<file path="config.mk">
export PLATFORM = sky130hd
export DESIGN_NAME = rand_gen
export DESIGN_NICKNAME = d
export VERILOG_FILES = /design/src/rtl/rand_gen_pkg.sv /design/src/rtl/rand_gen_lfsr.sv /design/src/rtl/rand_gen.sv
export SDC_FILE = /design/constraint.sdc
export NUM_CORES = 1
export LEC_CHECK = 0
export ABC_AREA = 1
export BUFFER_PORTS_ARGS = -buffer_cell sky130_fd_sc_hd__buf_2
export CAP_MARGIN = 20
export CORE_MARGIN = 5
export CORE_UTILIZATION = 52
export CTS_BUF_LIST = sky130_fd_sc_hd__clkbuf_2 sky130_fd_sc_hd__clkbuf_4 sky130_fd_sc_hd__clkbuf_8
export CTS_CLUSTER_DIAMETER = 100
export DETAILED_ROUTE_END_ITERATION = 16
export GPL_TIMING_DRIVEN = 0
export PLACE_DENSITY = 0.86
export SETUP_SLACK_MARGIN = 0.05
export SYNTH_ARGS = -nofsm -noshare
export SYNTH_HDL_FRONTEND = slang
export SYNTH_SLANG_ARGS = --single-unit
</file>
<file path="constraint.sdc">
create_clock -name clk -period 1.13 [get_ports clk]
set_input_delay 0.0565 -clock clk [delete_from_list [all_inputs] [get_ports clk]]
set_output_delay 0.0565 -clock clk [all_outputs]
set_load 0.01 [all_outputs]
</file>
<file path="src/rtl/rand_gen_pkg.sv">
// rand_pkg: shared types and constants for the rand_gen range-limited random generator.
// Holds the draw FSM state encoding and the maximal-length Galois tap table.
package rand_pkg;

   // Draw FSM: IDLE waits for a request, DRAW evaluates one candidate per clock.
   typedef enum logic [0:0] {
      ST_IDLE = 1'b0,
      ST_DRAW = 1'b1
   } rand_state_e;

   // Maximal-length tap masks for a right-shifting Galois LFSR of 8..32 bits.
   // The mask is XORed into the shifted state whenever the bit shifted out is 1.
   function automatic logic [31:0] lfsr_taps(input int width);
      logic [31:0] taps;
      case (width)
         8:       taps = 32'h0000_00B8;
         9:       taps = 32'h0000_0110;
         10:      taps = 32'h0000_0240;
         11:      taps = 32'h0000_0500;
         12:      taps = 32'h0000_0E08;
         13:      taps = 32'h0000_1C80;
         14:      taps = 32'h0000_3802;
         15:      taps = 32'h0000_6000;
         16:      taps = 32'h0000_B400;
         17:      taps = 32'h0001_2000;
         18:      taps = 32'h0002_0400;
         19:      taps = 32'h0007_2000;
         20:      taps = 32'h0009_0000;
         21:      taps = 32'h0014_0000;
         22:      taps = 32'h0030_0000;
         23:      taps = 32'h0042_0000;
         24:      taps = 32'h00E1_0000;
         25:      taps = 32'h0120_0000;
         26:      taps = 32'h0200_0023;
         27:      taps = 32'h0400_0013;
         28:      taps = 32'h0900_0000;
         29:      taps = 32'h1400_0000;
         30:      taps = 32'h2000_0029;
         31:      taps = 32'h4800_0000;
         32:      taps = 32'h8020_0003;
         default: taps = 32'h0000_0000;
      endcase
      return taps;
   endfunction

endpackage

</file>
<file path="src/rtl/rand_gen_lfsr.sv">
// lfsr_galois: free-running right-shift Galois LFSR with a synchronous seed load.
// A zero load value is replaced by SEED so the register can never lock up at zero.
module lfsr_galois #(
   parameter int               WIDTH = 16,
   parameter logic [WIDTH-1:0] TAPS  = 16'hB400,
   parameter logic [WIDTH-1:0] SEED  = 16'hACE1
) (
   input  logic             clk,
   input  logic             rst_n,
   input  logic             load,
   input  logic [WIDTH-1:0] load_val,
   output logic [WIDTH-1:0] state
);

   logic [WIDTH-1:0] state_q;
   logic [WIDTH-1:0] state_d;

   // Next state: a seed load wins over the shift; otherwise shift right and fold in the taps.
   always_comb begin
      state_d = state_q;
      if (load) begin
         if (load_val == {WIDTH{1'b0}}) begin
            state_d = SEED;
         end else begin
            state_d = load_val;
         end
      end else begin
         if (state_q[0]) begin
            state_d = (state_q >> 1) ^ TAPS;
         end else begin
            state_d = state_q >> 1;
         end
      end
   end

   // State register, restarts from SEED on reset.
   always_ff @(posedge clk or negedge rst_n) begin
      if (!rst_n) begin
         state_q <= SEED;
      end else begin
         state_q <= state_d;
      end
   end

   assign state = state_q;

endmodule

</file>
<file path="src/rtl/rand_gen.sv">
// rand_gen: on request, draws a uniformly distributed value in [MIN, MAX] from a Galois LFSR
// using rejection sampling on the low K bits, with a forced fold-down after MAX_TRIES rejections.
// Optional feature macro: RAND_GEN_NOREPEAT_EN -- never output the same value twice in a row.
module rand_gen
   import rand_pkg::*;
#(
   parameter int                WIDTH     = 3,
   parameter int                MIN       = 1,
   parameter int                MAX       = 4,
   parameter int                LFSR_W    = 16,
   parameter logic [LFSR_W-1:0] SEED      = 16'hACE1,
   parameter int                MAX_TRIES = 8
) (
   input  logic              clk,
   input  logic              rst_n,
   input  logic              seed_load,
   input  logic [LFSR_W-1:0] seed_in,
   input  logic              req,
   output logic              busy,
   output logic              valid,
   output logic [WIDTH-1:0]  value
);

   localparam int                R        = MAX - MIN + 1;
   localparam int                K        = $clog2(R);
   localparam int                TRY_W    = (MAX_TRIES > 1) ? $clog2(MAX_TRIES) : 1;
   localparam logic [31:0]       TAPS_ALL = lfsr_taps(LFSR_W);
   localparam logic [LFSR_W-1:0] TAPS     = TAPS_ALL[LFSR_W-1:0];
   // R needs K+1 bits when it is an exact power of two.
   localparam logic [K:0]        R_K1     = R[K:0];
   localparam logic [K-1:0]      R_K      = R_K1[K-1:0];
   localparam logic [TRY_W-1:0]  LAST_TRY = TRY_W'(MAX_TRIES - 1);
   localparam logic [WIDTH-1:0]  MIN_W    = MIN[WIDTH-1:0];

   rand_state_e       state_q, state_d;
   logic [TRY_W-1:0]  try_q, try_d;
   logic [WIDTH-1:0]  value_q, value_d;
   logic              valid_q, valid_d;
   logic              busy_q, busy_d;

   logic [LFSR_W-1:0] lfsr_s;
   logic [K-1:0]      cand_s;
   logic              in_range_s;
   logic [K-1:0]      fold_s;
   logic [WIDTH-1:0]  cand_val_s;
   logic [WIDTH-1:0]  base_val_s;
   logic [WIDTH-1:0]  forced_val_s;
   logic              repeat_s;
   logic              unused_lfsr_bits_s;

   lfsr_galois #(
      .WIDTH (LFSR_W),
      .TAPS  (TAPS),
      .SEED  (SEED)
   ) u_lfsr (
      .clk      (clk),
      .rst_n    (rst_n),
      .load     (seed_load),
      .load_val (seed_in),
      .state    (lfsr_s)
   );

   // Only the low K bits feed the candidate; the rest of the LFSR just keeps the period long.
   assign unused_lfsr_bits_s = ^lfsr_s[LFSR_W-1:K];

   // Candidate, its range test, and the fold-down used on a forced draw (2^K < 2R keeps it in range).
   always_comb begin
      cand_s     = lfsr_s[K-1:0];
      in_range_s = ({1'b0, cand_s} < R_K1);
      if (in_range_s) begin
         fold_s = cand_s;
      end else begin
         fold_s = cand_s - R_K;
      end
      cand_val_s = MIN_W + WIDTH'(cand_s);
      base_val_s = MIN_W + WIDTH'(fold_s);
   end

`ifdef RAND_GEN_NOREPEAT_EN
   localparam logic [WIDTH-1:0] MAX_W = MAX[WIDTH-1:0];

   logic last_valid_q, last_valid_d;

   // Repeat detection against the held output; inactive until the first value has been produced.
   always_comb begin
      repeat_s = last_valid_q && (cand_val_s == value_q);
      if (last_valid_q && (base_val_s == value_q)) begin
         if (base_val_s == MAX_W) begin
            forced_val_s = MIN_W;
         end else begin
            forced_val_s = base_val_s + WIDTH'(1'b1);
         end
      end else begin
         forced_val_s = base_val_s;
      end
   end

   // Remember that an output exists once the first valid has been issued.
   always_comb begin
      if (valid_d) begin
         last_valid_d = 1'b1;
      end else begin
         last_valid_d = last_valid_q;
      end
   end

   // last_valid register.
   always_ff @(posedge clk or negedge rst_n) begin
      if (!rst_n) begin
         last_valid_q <= 1'b0;
      end else begin
         last_valid_q <= last_valid_d;
      end
   end
`else
   // Without repeat suppression every in-range candidate is acceptable and folds are used as-is.
   always_comb begin
      repeat_s     = 1'b0;
      forced_val_s = base_val_s;
   end
`endif

   // Draw FSM: start on req in IDLE, accept or reject one candidate per clock while in DRAW.
   always_comb begin
      state_d = state_q;
      try_d   = try_q;
      value_d = value_q;
      valid_d = 1'b0;
      case (state_q)
         ST_IDLE: begin
            if (req) begin
               state_d = ST_DRAW;
               try_d   = {TRY_W{1'b0}};
            end else begin
               state_d = ST_IDLE;
            end
         end
         ST_DRAW: begin
            if (in_range_s && !repeat_s) begin
               value_d = cand_val_s;
               valid_d = 1'b1;
               state_d = ST_IDLE;
            end else if (try_q == LAST_TRY) begin
               value_d = forced_val_s;
               valid_d = 1'b1;
               state_d = ST_IDLE;
            end else begin
               try_d = try_q + TRY_W'(1'b1);
            end
         end
         default: begin
            state_d = ST_IDLE;
         end
      endcase
      busy_d = (state_d == ST_DRAW);
   end

   // FSM, try counter and output registers.
   always_ff @(posedge clk or negedge rst_n) begin
      if (!rst_n) begin
         state_q <= ST_IDLE;
         try_q   <= {TRY_W{1'b0}};
         value_q <= MIN_W;
         valid_q <= 1'b0;
         busy_q  <= 1'b0;
      end else begin
         state_q <= state_d;
         try_q   <= try_d;
         value_q <= value_d;
         valid_q <= valid_d;
         busy_q  <= busy_d;
      end
   end

   assign busy  = busy_q;
   assign valid = valid_q;
   assign value = value_q;

endmodule

</file>
==> reports/metrics.csv <==
stage,metric,value,unit
logic_synthesis,synth_cells,102,
floorplanning,die_w,51.7,µm
power_and_ir_drop,swShare,25.5,%
route,dr_total_vias,783,
clock_tree,numCtsBuffers,3,
logic_synthesis,synth-main-ff-cell,dfrtp_1,
critical_path,crit_chain,ha_4 > nand2_2 > nand2_1,
route,drtPass1Iterations,4,
critical_path,start_kind,register,
route,routed_wirelength,1930,µm
clock_tree,clk_pin_slew_worst_paths,0.10,ns
clock_tree,cts_buffer_depth,2,
sta,skew,0.00486,ns
clock_tree,h-tree-depth,1,
floorplanning,die_h,51.7,µm
clock_tree,cts_tree,built,
route,drt_first_iter_violations,24,
grt,gr-usage-all-layers,15.4,%
sta,setup_tns,0,ns
sta,holdWs,0.0170,ns
sta,period_needed,1.05,ns
critical_path,critPathRequiredTime,1.33,ns
power_and_ir_drop,clockPowerShare,24.3,%
critical_path,cpPeakStageDelay,0.63,ns
power_and_ir_drop,ir_drop,0.896,mV
floorplanning,rows,15,
power_and_ir_drop,power_leakage,0.000603,µW
grt,grt_max_degree,22,
grt,grt_antenna_before_repair,0,
route,drt-wirelength-per-cell,12.5,µm
power_and_ir_drop,combPwrFrac,17.4,%
route,drt.antenna.violating_nets,0,
critical_path,cp_slowest_cell,dfstp_2,
power_and_ir_drop,p_seq_share,58.3,%
logic_synthesis,synth_warnings,0,
worst_hold_path,hold_depth,3,
grt,gr-total-overflow,0,
placement,gp_congestion,0.806,
power_and_ir_drop,p_int,1150,µW
cells_and_area,synthToLayoutAreaGrowth,34.0,%
critical_path,r2r-end,value[1]$_DFFE_PN0P_,
logic_synthesis,synthesis.nets,123,
critical_path,setup.reg_to_reg.worst_slack,0.08,ns
flow_run,maxCapViolCount,0,
sta,fmax,954,MHz
critical_path,end_kind,register,
sta,min_period_over_period,92.7,%
cells_and_area,drive_gt1_share,34.3,%
sta,rsz0062_at_grt,true,
cells_and_area,diodes,0,
floorplanning,start_util,53.4,%
placement,dpl.hpwl,1350,µm
logic_synthesis,synth-seq-cells,21,
critical_path,startpoint,u_lfsr.state[0]$_DFF_PN1_,
power_and_ir_drop,p_sw,393,µW
logic_synthesis,synthArstFlopShare,100,%
floorplanning,ios,25,
sta,final_max_slew_viol_count,0,
route,drc,0,
critical_path,r2r_start,u_lfsr.state[0]$_DFF_PN1_,
grt,grt_pass1_vias,778,
floorplanning,fp.coreArea,0.00169,mm²
critical_path,cp_data_arrival_time,1.25,ns
critical_path,worst-setup-path-type,reg -> reg,
cells_and_area,layout.nets,159,
clock_tree,cts_root_buffer,clkbuf_4,
worst_hold_path,min_to,u_lfsr.state[13]$_DFF_PN1_,
critical_path,reg2reg_depth,3,
logic_synthesis,seq_area_frac_synth,59.5,%
route,vias_per_cell,5.08,
clock_tree,insertion_delay,0.30,ns
critical_path,cpLargestDelayFamily,flip-flops,
worst_hold_path,holdCritPathClass,in -> reg,
critical_path,crit_buf_inv,0,
cells_and_area,fillers,138,
sta,setup_viol_count_final,0,
logic_synthesis,netlist_area,902,µm²
sta,relSlewSlack,69.7,%
logic_synthesis,synth-edff-count,0,
critical_path,cp_max_fo,6,
sta,worstMarginPinSlew,0.454,ns
clock_tree,clock_sinks,21,
grt,grt_pass1_wl,3000,µm
power_and_ir_drop,p_per_area,1270,mW/mm²
floorplanning,die_area,0.00267,mm²
sta,final-hold-violation-count,0,
logic_synthesis,ys_types,16,
placement,portBuffers,23,
logic_synthesis,syn_area_per_cell,8.84,µm²
worst_hold_path,hp-start,seed_in[13],
run_status,status,"complete, no violations",
==> cell families (layout without fill, tap and decap cells) <==
logic type / count (synthesis) / in the layout / synth area share, %
buf+inv: 6 / 41 / 4.44
simple gates: 61 / 61 / 26.2
xor+xnor: 3 / 3 / 2.91
flops: 21 / 21 / 59.5
fa+ha+maj: 1 / 1 / 1.39
compound gates: 10 / 10 / 5.55
==> power by group through the flow <==
| stage | logic, µW | registers [µW] | clock network [µW] |
|---|---|---|---|
| global placement | 219 | 904 | 0 |
| finish | 268 | 899 | 374 |
| global route | 298 | 909 | 430 |
| CTS | 256 | 900 | 395 |
| floorplan | 118 | 912 | 0 |
| detailed placement | 227 | 911 | 0 |
==> final cells by class <==
type	count	area [µm²]	share of cell area (%)
Sequential cell	21	537	44.4
Timing Repair Buffer	31	215	17.8
Buffer	3	23.8	1.97
Inverter	3	16.3	1.35
Clock buffer	4	30.0	2.48
Tap cell	17	21.3	1.76
Multi-Input combinational cell	75	365	30.2
==> cells in the mapped netlist (2+ instances only) <==
library cell / instances / area, µm²
inv_1: 2 / 7.51
nor2_2: 2 / 12.5
dfrtp_1: 12 / 300
xor2_1: 2 / 17.5
o21ai_0: 2 / 10.0
a21oi_1: 8 / 40.0
nor2_1: 25 / 93.8
nand2_1: 33 / 124
dfstp_2: 9 / 236
==> cell usage in the layout (no fill, tap or decap) <==
master	n
a21oi_1	4
a21oi_2	4
buf_2	20
buf_4	1
buf_6	1
clkbuf_4	4
dfrtp_1	12
dfstp_2	9
dlygate4sd3_1	12
ha_4	1
inv_1	2
inv_6	1
nand2_1	32
nand2_2	1
nand2_4	1
nor2_1	23
nor2_2	4
o21ai_0	2
xnor2_1	1
xor2_1	2
==> sequential cells by signal (all words and copies together), names as in the netlist <==
name / flops
u_lfsr.state: 16
value: 3
state_q: 1
valid: 1
==> stage by stage <==
stage / utilization (%) / instances / setup WS [ns] / cell area, µm² / total power [µW]
finish: 71.6 / 154 / 0.0823 / 1210 / 1540
global route: 71.6 / 154 / 0.0448 / 1210 / 1640
CTS: 69.9 / 156 / 0.0510 / 1180 / 1550
detailed placement: 61.5 / 142 / 0.0560 / 1040 / 1140
global placement: 61.5 / 142 / 0.0653 / 1040 / 1120
floorplan: - / 102 / 0.113 / 902 / 1030
==> worst register-to-register path, stage by stage (launching register included) <==
cell and delay, ns:
dfstp_2 0.63, ha_4 0.22, nand2_2 0.05, nand2_1 0.05
==> how the worst max path moves through the flow <==
| stage | end | slack (ns) | cells after the start |
|---|---|---|---|
| global placement | value[1]$_DFFE_PN0P_ | 0.07 | 3 |
| finish | value[1]$_DFFE_PN0P_ | 0.08 | 3 |
| floorplan | value[1]$_DFFE_PN0P_ | 0.11 | 3 |
| global route | value[1]$_DFFE_PN0P_ | 0.04 | 3 |
| CTS | value[1]$_DFFE_PN0P_ | 0.05 | 3 |
| detailed placement | value[1]$_DFFE_PN0P_ | 0.06 | 3 |
==> repair_timing <==
action / CTS / global route
pin swaps: 0 / 12
endpoints found under the hold margin: 21 / 1
hold buffers: 10 / 2
buffers inserted: 0 / 0
cloned: 0 / 0
endpoints found under the setup margin: 1 / 9
resized for setup: 1 / 8
==> metal layers <==
metal  track usage [%]  vias up  wire [µm]
li1                  -      384          -
met1              16.6      376        798
met2              27.5       18       1010
met3              3.44        5         80
met4              8.73        0         40
met5                 0        -          0
(Power assumes the default switching activity.)
